File: src/rtl/fwd_src_pipe_pkg.sv
// Shared definitions for the forwarding-source pipeline: result classes, MIPS opcode/funct
// constants and the link register index. Reused by the hazard unit's own decode.
package fwd_src_pipe_pkg;

    typedef enum logic [1:0] {
        RES_NW  = 2'b00,
        RES_ALU = 2'b01,
        RES_DM  = 2'b10,
        RES_PC  = 2'b11
    } res_t;

    localparam logic [5:0] OP_RTYPE = 6'h00;
    localparam logic [5:0] OP_JAL   = 6'h03;
    localparam logic [5:0] OP_ADDI  = 6'h08;
    localparam logic [5:0] OP_ADDIU = 6'h09;
    localparam logic [5:0] OP_SLTI  = 6'h0A;
    localparam logic [5:0] OP_ANDI  = 6'h0C;
    localparam logic [5:0] OP_ORI   = 6'h0D;
    localparam logic [5:0] OP_LUI   = 6'h0F;
    localparam logic [5:0] OP_LW    = 6'h23;

    localparam logic [5:0] FN_JR    = 6'h08;
    localparam logic [5:0] FN_JALR  = 6'h09;

    localparam logic [4:0] REG_RA   = 5'd31;

    // Cycles until the result exists, counted from entry into E.
    function automatic logic [1:0] tnew_of(res_t r);
        case (r)
            RES_ALU: return 2'd1;
            RES_DM:  return 2'd2;
            default: return 2'd0;
        endcase
    endfunction

endpackage

File: src/rtl/fwd_src_pipe_if.sv
// Signal bundle between the datapath and the forwarding-source pipeline.
// FWD_TNEW_EN adds the tnew_e/tnew_m tags used by the hazard unit.
interface fwd_src_pipe_if
    import fwd_src_pipe_pkg::*;
#(
    parameter int DW = 32,
    parameter int RW = 5
);
    logic [DW-1:0] ir_d;
    logic [DW-1:0] pc8_d;
    logic          stall;
    logic [DW-1:0] ao_e;
    logic [DW-1:0] dr_m;

    logic [RW-1:0] a3_e;
    res_t          res_e;
    logic [RW-1:0] a3_m;
    res_t          res_m;
    logic [DW-1:0] pc8_m;
    logic [DW-1:0] ao_m;
    logic [RW-1:0] a3_w;
    res_t          res_w;
    logic [DW-1:0] pc8_w;
    logic [DW-1:0] ao_w;
    logic [DW-1:0] dr_w;
    logic [DW-1:0] wd_w;
    logic          we_w;
`ifdef FWD_TNEW_EN
    logic [1:0]    tnew_e;
    logic [1:0]    tnew_m;
`endif

    modport master (
`ifdef FWD_TNEW_EN
        input  tnew_e, tnew_m,
`endif
        output ir_d, pc8_d, stall, ao_e, dr_m,
        input  a3_e, res_e, a3_m, res_m, pc8_m, ao_m,
        input  a3_w, res_w, pc8_w, ao_w, dr_w, wd_w, we_w
    );

    modport slave (
`ifdef FWD_TNEW_EN
        output tnew_e, tnew_m,
`endif
        input  ir_d, pc8_d, stall, ao_e, dr_m,
        output a3_e, res_e, a3_m, res_m, pc8_m, ao_m,
        output a3_w, res_w, pc8_w, ao_w, dr_w, wd_w, we_w
    );

endinterface

File: src/rtl/fwd_src_pipe_res_decode.sv
// Combinational instruction -> {write destination, result class[, tnew]} decode.
// FWD_TNEW_EN adds the tnew output.
module fwd_src_pipe_res_decode
    import fwd_src_pipe_pkg::*;
#(
    parameter int DW = 32,
    parameter int RW = 5
) (
    input  logic [DW-1:0] ir,
`ifdef FWD_TNEW_EN
    output logic [1:0]    tnew,
`endif
    output logic [RW-1:0] a3,
    output res_t          res
);
    logic [5:0] opcode;
    logic [5:0] funct;
    logic [4:0] rt;
    logic [4:0] rd;
    logic [4:0] a3_raw;
    res_t       res_raw;
    logic       unused_fields;

    assign opcode        = ir[31:26];
    assign rt            = ir[20:16];
    assign rd            = ir[15:11];
    assign funct         = ir[5:0];
    assign unused_fields = ^{ir[25:21], ir[10:6]};

    always_comb begin
        a3_raw  = '0;
        res_raw = RES_NW;
        case (opcode)
            OP_RTYPE: begin
                if (funct == FN_JALR) begin
                    a3_raw  = rd;
                    res_raw = RES_PC;
                end else if (funct != FN_JR) begin
                    a3_raw  = rd;
                    res_raw = RES_ALU;
                end
            end
            OP_ORI, OP_LUI, OP_ADDIU, OP_ADDI, OP_ANDI, OP_SLTI: begin
                a3_raw  = rt;
                res_raw = RES_ALU;
            end
            OP_LW: begin
                a3_raw  = rt;
                res_raw = RES_DM;
            end
            OP_JAL: begin
                a3_raw  = REG_RA;
                res_raw = RES_PC;
            end
            default: ;
        endcase
    end

    // $0 is hard-wired, so a write to it must never look like a forwardable result.
    assign a3  = (a3_raw == '0) ? '0 : RW'(a3_raw);
    assign res = (a3_raw == '0) ? RES_NW : res_raw;

`ifdef FWD_TNEW_EN
    assign tnew = tnew_of(res);
`endif

endmodule

File: src/rtl/fwd_src_pipe.sv
// Producer side of operand forwarding: D/E, E/M and M/W tag/data registers plus the
// regfile write-data mux. FWD_TNEW_EN adds the tnew_e/tnew_m tags.
module fwd_src_pipe
    import fwd_src_pipe_pkg::*;
#(
    parameter int DW = 32,
    parameter int RW = 5
) (
    input  logic         clk,
    input  logic         reset,
    fwd_src_pipe_if.slave bus
);
    typedef struct packed {
        logic [RW-1:0] a3;
        res_t          res;
        logic [DW-1:0] pc8;
    } e_stage_t;

    typedef struct packed {
        logic [RW-1:0] a3;
        res_t          res;
        logic [DW-1:0] pc8;
        logic [DW-1:0] ao;
    } m_stage_t;

    typedef struct packed {
        logic [RW-1:0] a3;
        res_t          res;
        logic [DW-1:0] pc8;
        logic [DW-1:0] ao;
        logic [DW-1:0] dr;
    } w_stage_t;

    logic [RW-1:0] dec_a3;
    res_t          dec_res;
    e_stage_t      e_q;
    m_stage_t      m_q;
    w_stage_t      w_q;
    logic [DW-1:0] wd;

`ifdef FWD_TNEW_EN
    logic [1:0]    dec_tnew;
    logic [1:0]    tnew_e_q;
    logic [1:0]    tnew_m_q;
`endif

    fwd_src_pipe_res_decode #(.DW(DW), .RW(RW)) u_dec (
        .ir   (bus.ir_d),
`ifdef FWD_TNEW_EN
        .tnew (dec_tnew),
`endif
        .a3   (dec_a3),
        .res  (dec_res)
    );

    // Stall only bubbles E; M and W keep draining so older results still reach the regfile.
    always_ff @(posedge clk) begin
        if (reset) begin
            e_q <= '0;
            m_q <= '0;
            w_q <= '0;
        end else begin
            if (bus.stall) e_q <= '0;
            else           e_q <= '{a3: dec_a3, res: dec_res, pc8: bus.pc8_d};
            m_q <= '{a3: e_q.a3, res: e_q.res, pc8: e_q.pc8, ao: bus.ao_e};
            w_q <= '{a3: m_q.a3, res: m_q.res, pc8: m_q.pc8, ao: m_q.ao, dr: bus.dr_m};
        end
    end

`ifdef FWD_TNEW_EN
    always_ff @(posedge clk) begin
        if (reset) begin
            tnew_e_q <= '0;
            tnew_m_q <= '0;
        end else begin
            tnew_e_q <= bus.stall ? 2'd0 : dec_tnew;
            tnew_m_q <= (tnew_e_q != 2'd0) ? tnew_e_q - 2'd1 : 2'd0;
        end
    end

    assign bus.tnew_e = tnew_e_q;
    assign bus.tnew_m = tnew_m_q;
`endif

    always_comb begin
        wd = '0;
        case (w_q.res)
            RES_ALU: wd = w_q.ao;
            RES_DM:  wd = w_q.dr;
            RES_PC:  wd = w_q.pc8;
            default: wd = '0;
        endcase
    end

    assign bus.a3_e  = e_q.a3;
    assign bus.res_e = e_q.res;
    assign bus.a3_m  = m_q.a3;
    assign bus.res_m = m_q.res;
    assign bus.pc8_m = m_q.pc8;
    assign bus.ao_m  = m_q.ao;
    assign bus.a3_w  = w_q.a3;
    assign bus.res_w = w_q.res;
    assign bus.pc8_w = w_q.pc8;
    assign bus.ao_w  = w_q.ao;
    assign bus.dr_w  = w_q.dr;
    assign bus.wd_w  = wd;
    assign bus.we_w  = (w_q.res != RES_NW);

endmodule

File: src/flat_wrapper.sv
// flat-port wrapper written by rule: the top's interface ports become plain ports
module fwd_src_pipe_flat import fwd_src_pipe_pkg::*;
#(
    parameter int DW = 32,
    parameter int RW = 5
)
  (clk, reset, bus_ir_d, bus_pc8_d, bus_stall, bus_ao_e, bus_dr_m, bus_a3_e, bus_res_e, bus_a3_m, bus_res_m, bus_pc8_m, bus_ao_m, bus_a3_w, bus_res_w, bus_pc8_w, bus_ao_w, bus_dr_w, bus_wd_w, bus_we_w);
  fwd_src_pipe_if #(.DW(DW), .RW(RW)) bus_i ();
  input  logic clk;
  input  logic reset;
  input wire logic [$bits(bus_i.ir_d)-1:0] bus_ir_d;
  input wire logic [$bits(bus_i.pc8_d)-1:0] bus_pc8_d;
  input wire logic [$bits(bus_i.stall)-1:0] bus_stall;
  input wire logic [$bits(bus_i.ao_e)-1:0] bus_ao_e;
  input wire logic [$bits(bus_i.dr_m)-1:0] bus_dr_m;
  output wire logic [$bits(bus_i.a3_e)-1:0] bus_a3_e;
  output wire logic [$bits(bus_i.res_e)-1:0] bus_res_e;
  output wire logic [$bits(bus_i.a3_m)-1:0] bus_a3_m;
  output wire logic [$bits(bus_i.res_m)-1:0] bus_res_m;
  output wire logic [$bits(bus_i.pc8_m)-1:0] bus_pc8_m;
  output wire logic [$bits(bus_i.ao_m)-1:0] bus_ao_m;
  output wire logic [$bits(bus_i.a3_w)-1:0] bus_a3_w;
  output wire logic [$bits(bus_i.res_w)-1:0] bus_res_w;
  output wire logic [$bits(bus_i.pc8_w)-1:0] bus_pc8_w;
  output wire logic [$bits(bus_i.ao_w)-1:0] bus_ao_w;
  output wire logic [$bits(bus_i.dr_w)-1:0] bus_dr_w;
  output wire logic [$bits(bus_i.wd_w)-1:0] bus_wd_w;
  output wire logic [$bits(bus_i.we_w)-1:0] bus_we_w;
  assign bus_i.ir_d = bus_ir_d;
  assign bus_i.pc8_d = bus_pc8_d;
  assign bus_i.stall = bus_stall;
  assign bus_i.ao_e = bus_ao_e;
  assign bus_i.dr_m = bus_dr_m;
  assign bus_a3_e = bus_i.a3_e;
  assign bus_res_e = bus_i.res_e;
  assign bus_a3_m = bus_i.a3_m;
  assign bus_res_m = bus_i.res_m;
  assign bus_pc8_m = bus_i.pc8_m;
  assign bus_ao_m = bus_i.ao_m;
  assign bus_a3_w = bus_i.a3_w;
  assign bus_res_w = bus_i.res_w;
  assign bus_pc8_w = bus_i.pc8_w;
  assign bus_ao_w = bus_i.ao_w;
  assign bus_dr_w = bus_i.dr_w;
  assign bus_wd_w = bus_i.wd_w;
  assign bus_we_w = bus_i.we_w;
  fwd_src_pipe #(.DW(DW), .RW(RW)) u_core (.clk(clk), .reset(reset), .bus(bus_i));
endmodule
File: config.mk
export PLATFORM = sky130hd
export DESIGN_NAME = fwd_src_pipe_flat
export DESIGN_NICKNAME = d
export VERILOG_FILES = /design/src/rtl/fwd_src_pipe_pkg.sv /design/src/rtl/fwd_src_pipe_if.sv /design/src/rtl/fwd_src_pipe_res_decode.sv /design/src/rtl/fwd_src_pipe.sv /design/src/flat_wrapper.sv
export SDC_FILE = /design/constraint.sdc
export NUM_CORES = 1
export LEC_CHECK = 0
export ABC_AREA = 1
export CAP_MARGIN = 20
export CORE_ASPECT_RATIO = 0.8
export CORE_MARGIN = 2
export CORE_UTILIZATION = 36
export DETAILED_ROUTE_END_ITERATION = 6
export PLACE_DENSITY = 0.76
export SLEW_MARGIN = 30
export SYNTH_ARGS = -nofsm -noshare
export SYNTH_HDL_FRONTEND = slang
export SYNTH_SLANG_ARGS = --single-unit
File: constraint.sdc
create_clock -name clk -period 1.3 [get_ports clk]
set_input_delay 0.26 -clock clk [delete_from_list [all_inputs] [get_ports clk]]
set_output_delay 0.26 -clock clk [all_outputs]
set_load 0.01 [all_outputs]
### Yosys cells after proc, flatten, opt, wreduce, memory -nomap -nowiden

Cells that the tools add are included.

| word-level totals | value |
|---|---|
| flip-flop bits (word level) | 213 |
| input bits | 131 |
| logic and storage cells | 39 |
| memories | 0 |
| bits in read-only memories | 0 |
| bits in latches | 0 |
| memory bits (writable) | 0 |

| cells by class | value |
|---|---|
| bitwise logic cells | 0 |
| shifts and indexed selects | 0 |
| add/subtract/negate cells | 0 |
| eq/ne operators | 13 |
| reduce and logical (&&, ||, !) cells | 7 |
| $lt $le $gt $ge | 0 |
| multiplexer cells | 7 |
| divide/modulo/power cells | 0 |
| $mul | 0 |

Operator list:

| cell | number |
|---|---|
| $pmux W32 S3 | 1 |
| $eq A6 B4 Y1 const B | 7 |
| $pmux W5 S3 | 1 |
| $mux W5 | 2 |
| $pmux W2 S4 | 1 |
| $reduce_or A7 Y1 | 1 |
| $eq A6 B2 Y1 const B | 1 |
| $eq A6 B6 Y1 const B | 1 |
| $logic_not A6 Y1 | 1 |
| $ne A6 B4 Y1 const B | 1 |
| $reduce_or A6 Y1 | 1 |
| $logic_not A5 Y1 | 1 |
| $eq A2 B2 Y1 const B | 2 |
| $reduce_or A3 Y1 | 1 |
| $eq A2 B1 Y1 const B | 1 |
| $mux W2 | 1 |
| $reduce_bool A2 Y1 | 1 |
| $reduce_or A2 Y1 | 1 |
| $mux W1 | 1 |

### Longest topological paths before layout

Gate-level depths: netlist of run 1.

| logic depth | value |
|---|---|
| depth in word-level cells | 6 |
| depth in mapped cells | 11 |

### By module

Synthesis of run 1 repeated with hierarchy kept, for this count alone.

| second synthesis, totals | value |
|---|---|
| cell total of the unflattened synthesis | 876 |
| area, all modules | 7088.0 um^2 |

Modules (own cells, without submodules):

| module | times used | area an instance (um^2) | cells an instance |
|---|---|---|---|
| fwd_src_pipe | 1 | 6809.0 | 821 |
| fwd_src_pipe_res_decode | 1 | 279.0 | 55 |

### Worst setup path after synthesis of run 1

Ideal clock, no wire load.

| timing | value |
|---|---|
| path type | register to output |
| start | register u_core.w_q (netlist bit u_core.bus.res_w[1]) |
| end | output port bus_wd_w[10] |
| path slack | -0.091 ns |
| data arrival time | 1.131 ns |
| cell stages (with the launch flop) | 7 |
| buffers on the path | 2 |
| path through | dfxtp_1 buf_2 inv_1 nor2_1 buf_2 nand2_1 nand3_1 |

| on the way | value |
|---|---|
| longest elaborated chain between the ends | 2 |
| elaborated cells between the ends (all ways) | 4 |

Ends and longest elaborated chain:

| what | line | text |
|---|---|---|
| start: declaration | fwd_src_pipe.sv:38 | `w_stage_t w_q;` |
| start signal: assignment | fwd_src_pipe.sv:66 | `w_q <= '{a3: m_q.a3, res: m_q.res, pc8: m_q.pc8, ao: m_q.ao, dr: bus.dr_m};` |
| $eq A2 B2 Y1 / $eq A2 B1 Y1 (equally long branches) | fwd_src_pipe.sv:87 | `case (w_q.res)` |
| $pmux W32 S3 (*) | fwd_src_pipe.sv:87 |  |
| end: declaration | flat_wrapper.sv:27 | `output wire logic [$bits(bus_i.wd_w)-1:0] bus_wd_w;` |

Mark *: on every way between the ends. The rest lies on a longest branch, timed or not.

### Worst setup path after layout of run 1

| timing | value |
|---|---|
| start | register u_core.w_q (netlist bit u_core.bus.res_w[0]) |
| end | output port bus_wd_w[19] |

The elaborated chain is that of the path after synthesis.

==> results of run 1 <==
cell usage in the layout, fill, tap and decap left out, types with 2 or more instances in the layout:
cell type        count
inv_4                4
clkdlybuf4s50_1    112
dfxtp_2             86
dlymetal6s2s_1       6
buf_16               2
nand2_2             23
nand2_4             17
clkbuf_8             7
buf_12               7
buf_4               29
inv_2                3
buf_2              152
inv_1              219
nand3_1             40
nand2_1             48
clkinv_2             6
clkbuf_16           22
nor2_4               6
dfxtp_1            122
nand3_2             34
dfxtp_4              5
nor2_2               6
clkinvlp_4           2
buf_8                4
buf_6               89
nor2_1             214
tightest hold or removal path, delay by kind of cell:
kind / cells / cell delay (ns)
buf+inv: 2 / 0.24
simple gates: 3 / 0.15
area by class of cell:
cell class	count	area, um^2
fillers	1639	7200
flip-flops and latches	213	4390
repair buffers	402	3440
multi-input cells	392	2020
inverters	226	858
clock buffers	29	647
well taps	258	323
clock inverters	11	103
path summary, 6_finish.rpt:
kind	from	end	slack [ns]	depth (start not counted)
min reg2reg	u_core.e_q[22]$_SDFF_PP0_	u_core.bus.pc8_m[22]$_SDFF_PP0_	0.39	2
max reg2reg	u_core.bus.pc8_m[22]$_SDFF_PP0_	u_core.bus.pc8_w[22]$_SDFF_PP0_	0.49	4
min	reset	u_core.bus.res_e[0]$_SDFF_PP0_	0.18	5
max	u_core.bus.res_w[0]$_SDFF_PP0_	bus_wd_w[19]	-0.61	7
cells by family (layout without fill, tap and decap cells):
family          Yosys count  in the layout  synth area share
simple gates            391            391             0.235
buf+inv                 269            668             0.151
flops                   213            213             0.613
compound gates            1              1           0.00126
through the flow:
stage               cells  total power [W]
floorplan             874          0.00741
global placement     1471          0.00833
detailed placement   1471          0.00835
CTS                  1529           0.0145
global route         1531           0.0150
finish               1531           0.0145
timing repair:
action / in CTS / in global routing
cloned: 5 / 0
endpoints found under the hold margin: 0 / 0
gates resized for setup: 1052 / 123
setup endpoints to repair: 218 / 81
buffers inserted: 17 / 8
pin swaps: 8 / 21
layer usage:
metal | wire length [um] | up-vias | track usage
li1 | - | 3240 | -
met1 | 10600 | 2911 | 0.288
met2 | 11700 | 222 | 0.373
met3 | 1160 | 60 | 0.0380
met4 | 931 | 0 | 0.0807
met5 | 0 | - | 0
flip-flops by register name (all words and copies together) (netlist names):
name,flops
u_core.bus.pc8_m,32
u_core.bus.ao_m,32
u_core.bus.res_m,2
u_core.bus.a3_w,5
u_core.bus.pc8_w,32
u_core.e_q,32
u_core.bus.ao_w,32
u_core.bus.res_w,2
u_core.bus.dr_w,32
u_core.bus.res_e,2
u_core.bus.a3_m,5
u_core.bus.a3_e,5
power breakdown:
part           total, W  switching [W]  internal, W
logic           0.00122       0.000558     0.000658
clock network   0.00637        0.00264      0.00373
registers       0.00692       0.000145      0.00677
==> metrics.txt, run 1 <==
status=complete, but fails checks; failing checks=negative setup slack; Most common cell on crit path=buf_6; count of flip-flops with a built-in enable after synthesis=0; Design Area, Final=roughly 12000 um^2; std cell rows=45; hpwl dp=around 17000 um; chip width=approximately 160 um; post-synth top area share=0.613; hold-fix buffers at CTS=0; vias in the first global route=between 6000 and 7000; Crit path largest cell delay=between 0.3 and 0.4 ns; Core Area=about 19000 um^2; total global-route track usage=0.221; initial core utilization=0.367; setup TNS=-19.53 ns; cell area after synthesis=6960 um^2; Post-Syn Instances=around 900; initial DRC count=between 300 and 400; Worst-Skew Late Latency=slightly above 0.5 ns; clock sink count=213; GP Congestion=just over 0.9; LEAKAGE=roughly 6.3 nW; area of placed instances=roughly 11000 um^2; Critical Path Source Type=register; ys flop type=dfxtp_1; Final nets=between 1000 and 1500; hold slack=between 0.15 and 0.2 ns; Clk pin slew, worst setup/hold paths=0.07 ns; Longest Clk Path Bufs=3; delay-heaviest family, CP=buffers and inverters; routed length per instance=15.9 um; critical path arrival=approximately 1.7 ns; Area contributors post-synth=dfxtp_1 (61%), inv_1 (12%), nor2_1 (12%); FF+latch count, synth=213; initial antenna violation count=0; die area=20500 um^2; Worst Setup Slack, final=-0.612 ns; total grt overflow=0; slew margin rel.=0.671; Syn Area/Cell=between 7 and 8 um^2; final hold vios=0; fmax=0.523 GHz; Yosys warnings=0; layout cells sized above 1=0.400; Max-Cap Viols=0; TritonCTS buffer count=22; crit-path cells=inv_4, nor2_4, buf_6, buf_16, nand2_2, nand3_2, buf_6; port buffer count=334; Critical Path Fanout Max=6; Pins Over Slew Limit=0; die height=approximately 130 um; slowest cell on the critical path=dfxtp_4; H-tree lvl count=1; Required @ worst endpoint=roughly 1.0 ns; worst path bufs/invs=4; syn_nets=roughly 1000; largest area contributor in the netlist=dfxtp_1; Post-Route Utilization=0.621; top-level I/O count=between 300 and 400; minimum clock period after layout=1.91 ns; Residual DRC=0; area grow syn2layout=69.3%; DR pass1 iterations=5; drt total wl=between 20000 and 25000 um; RSZ-0062 raised after global routing=yes; post-route ant nets=0; post-synthesis sequential area ratio=0.613; Vias/cell=about 4.2; Worst-Margin Slew=0.494 ns; Worst Clk Skew=0.0153 ns; Synth cell types=19; count leader, synth=inv_1; Final Cycle Share=1.47; Power Density=1230 nW/um^2; Post-Place Setup Slack=-0.545 ns; final setup fails=57; CTS root buf=clkbuf_16; Vias=approximately 6400; Post-synth top cells=inv_1 (221), nor2_1 (219), dfxtp_1 (213); # diodes=0; asr flop ratio synth=0; CP Capture Type=primary output; largest net degree at the start of global routing=between 100 and 150; Setup CP Type=register to primary output; Hold Crit Class=primary input to register; first-pass GRT wire length=between 30000 and 40000 um; TritonCTS clock tree=built; Peak VDD IR=between 1000 and 1500 uV
Note: power is estimated with default switching activity, not from simulation.
==> run 2: changes to the inputs <==
--- a/config.mk
+++ b/config.mk
@@ -7,11 +7,11 @@
 export LEC_CHECK = 0
 export ABC_AREA = 1
 export CAP_MARGIN = 20
-export CORE_ASPECT_RATIO = 0.8
-export CORE_MARGIN = 2
-export CORE_UTILIZATION = 36
+export CORE_AREA = 2 2 135 137
 export DETAILED_ROUTE_END_ITERATION = 6
-export PLACE_DENSITY = 0.76
+export DIE_AREA = 0 0 137 139
+export DONT_BUFFER_PORTS = 1
+export PLACE_DENSITY = 0.68
 export SLEW_MARGIN = 30
 export SYNTH_ARGS = -nofsm -noshare
 export SYNTH_HDL_FRONTEND = slang
==> run 2 against run 1 <==
  * The flow still finishes with violations (negative setup slack)
  * Worst hold slack worse by 0.15 ns
  * Setup slack better by 0.14 ns
  * Clock-buffer cell count up 2
  * Critical endpoint is now bus_wd_w[5]
==> metrics.txt, run 2 (synthesis results as in run 1) <==
status=complete, but fails checks; failing checks=negative setup slack; most common cell after layout, fill and taps aside=inv_1; routed length per instance=~17 um; delay-heaviest family, CP=flip-flops; initial antenna violation count=0; slowest cell on the critical path=dfxtp_4; LEAKAGE=approximately 5.3 nW; worst path bufs/invs=2; Power Density=roughly 1400 nW/um^2; Longest Clk Path Bufs=3; hold slack=between 0.03 and 0.04 ns; initial core utilization=0.394; # diodes=0; Crit path largest cell delay=roughly 0.40 ns; Layout Cells excl Fill=1331; drt total wl=22600 um; Final nets=1217; crit-path cells=inv_4, nor2_4, buf_8, nand2_1, nand3_2; Max-Cap Viols=0; setup TNS=-14.60 ns; fmax=around 0.56 GHz; critical path arrival=1.52 ns; final hold vios=0; total grt overflow=0; hold path start=bus_ir_d[15]; layout cells sized above 1=0.131; H-tree lvl count=1; Critical Path Source Type=register; Worst-Skew Late Latency=between 0.5 and 0.6 ns; Pins Over Slew Limit=0; CTS root buf=clkbuf_16; Post-Place Setup Slack=-0.0617 ns; Core Area=17700 um^2; top-level I/O count=between 300 and 400; largest net degree at the start of global routing=about 130; Hold Crit Depth=4; total global-route track usage=0.224; port buffer count=0; hpwl dp=approximately 13000 um; post-route ant nets=0; Hold Crit Class=primary input to register; hold endpoint=u_core.bus.a3_e[4]$_SDFF_PP0_; vias in the first global route=just over 6000; Worst Setup Slack, final=-0.477 ns; R2R Setup Slk=around 0.080 ns; Critical Path Fanout Max=14; first-pass GRT wire length=about 33000 um; TritonCTS clock tree=built; RR Endpoint=u_core.bus.pc8_w[13]$_SDFF_PP0_; Peak VDD IR=1280 uV; Vias=6007; Placed Instances=1079; final setup fails=35; std cell rows=approximately 50; r2r startpoint=u_core.bus.pc8_m[13]$_SDFF_PP0_; Final Cycle Share=1.37; die height=between 100 and 150 um; Vias/cell=4.51; chip width=137 um; cells on worst reg2reg path=3; GP Congestion=0.883; TritonCTS buffer count=22; slew margin rel.=0.801; Fill cells=roughly 1400; minimum clock period after layout=1.78 ns; RSZ-0062 raised after global routing=yes; area grow syn2layout=49.2%; clock sink count=between 200 and 250; Required @ worst endpoint=~1.0 ns; DR pass1 iterations=4; Clk pin slew, worst setup/hold paths=roughly 0.070 ns; Worst-Margin Slew=approximately 0.30 ns; most frequent cells in the layout=inv_1 (219), nor2_1 (217), dlygate4sd3_1 (207); CP Capture Type=primary output; die area=about 19000 um^2; initial DRC count=roughly 300; Residual DRC=0; Worst Clk Skew=approximately 0.018 ns; Setup CP Type=register to primary output
==> run 2: changes by cell type in the layout (fill, tap and decap cells not counted), sizes merged <==
cell / previous run / this run
buf: 283 / 24
dlygate4sd3: 0 / 207
clkdlybuf4s50: 112 / 0
dlymetal6s2s: 6 / 0
clkbuf: 29 / 31
inv: 227 / 225
clkinv: 7 / 8
clkinvlp: 2 / 1
dlygate4sd2: 1 / 0
==> run 2: tightest hold or removal path, cell delays in order <==
cell     delay [ns]
nand3_1        0.08
nand3_2        0.09
nand2_1        0.05
inv_1          0.04
==> run 2: timing repair <==
action                                  CTS  global route
setup buffers                             4             0
hold buffers                            208             0
endpoints found under the setup margin   37            39
hold endpoints to repair                209             0
gates cloned                              2             0
gates resized for setup                  56            28
pin swaps                                 3             9
==> run 2: power by group <==
group | internal [W] | total [W] | switching (W)
Sequential | 0.00676 | 0.00704 | 0.000281
Clock | 0.00367 | 0.00626 | 0.00259
Combinational | 0.000439 | 0.000737 | 0.000297
Total | 0.0109 | 0.0140 | 0.00317
==> run 2: routing by layer <==
layer	wire length [um]	track usage
met4	1100	0.117
met3	1800	0.0577
met2	11200	0.386
met1	8490	0.251
met5	0	0
==> run 2: through the flow <==
step,util,area [um^2],total power (W)
3_3_place_gp,0.408,7210,0.00747
4_1_cts,0.582,10300,0.0141
6_report,0.588,10400,0.0140
3_5_place_dp,0.408,7210,0.00748
5_1_grt,0.588,10400,0.0145
2_1_floorplan,-,6980,0.00741
==> run 2: layout make-up <==
| type | count | area, um^2 | share of cell area |
|---|---|---|---|
| clock inverter | 9 | 87.6 | 0.00844 |
| clock buffer | 31 | 644 | 0.0621 |
| inverter | 226 | 857 | 0.0826 |
| multi-input combinational | 392 | 1910 | 0.184 |
| timing repair buffer | 231 | 2310 | 0.223 |
| sequential | 213 | 4280 | 0.413 |
| tap | 229 | 287 | 0.0276 |
==> run 2: worst max path at each step <==
stage | start | to | slack, ns | cells after the start
final | u_core.bus.res_w[1]$_SDFF_PP0_ | bus_wd_w[5] | -0.48 | 5
after global routing | u_core.bus.res_w[0]$_SDFF_PP0_ | bus_wd_w[12] | -0.55 | 6
after CTS | u_core.bus.res_w[1]$_SDFF_PP0_ | bus_wd_w[30] | -0.50 | 5
after detailed placement | u_core.bus.res_w[1]$_SDFF_PP0_ | bus_wd_w[30] | -0.06 | 5
after global placement | u_core.bus.res_w[1]$_SDFF_PP0_ | bus_wd_w[30] | -0.04 | 5
after floorplan | u_core.bus.res_w[1]$_SDFF_PP0_ | bus_wd_w[10] | -0.003 | 6
==> run 3: changes to the inputs <==
--- a/config.mk
+++ b/config.mk
@@ -12,7 +12,6 @@
 export DIE_AREA = 0 0 137 139
 export DONT_BUFFER_PORTS = 1
 export PLACE_DENSITY = 0.68
-export SLEW_MARGIN = 30
 export SYNTH_ARGS = -nofsm -noshare
 export SYNTH_HDL_FRONTEND = slang
 export SYNTH_SLANG_ARGS = --single-unit
==> results of run 3 <==
The final DEF is identical to that of run 2; final timing and power are the same.
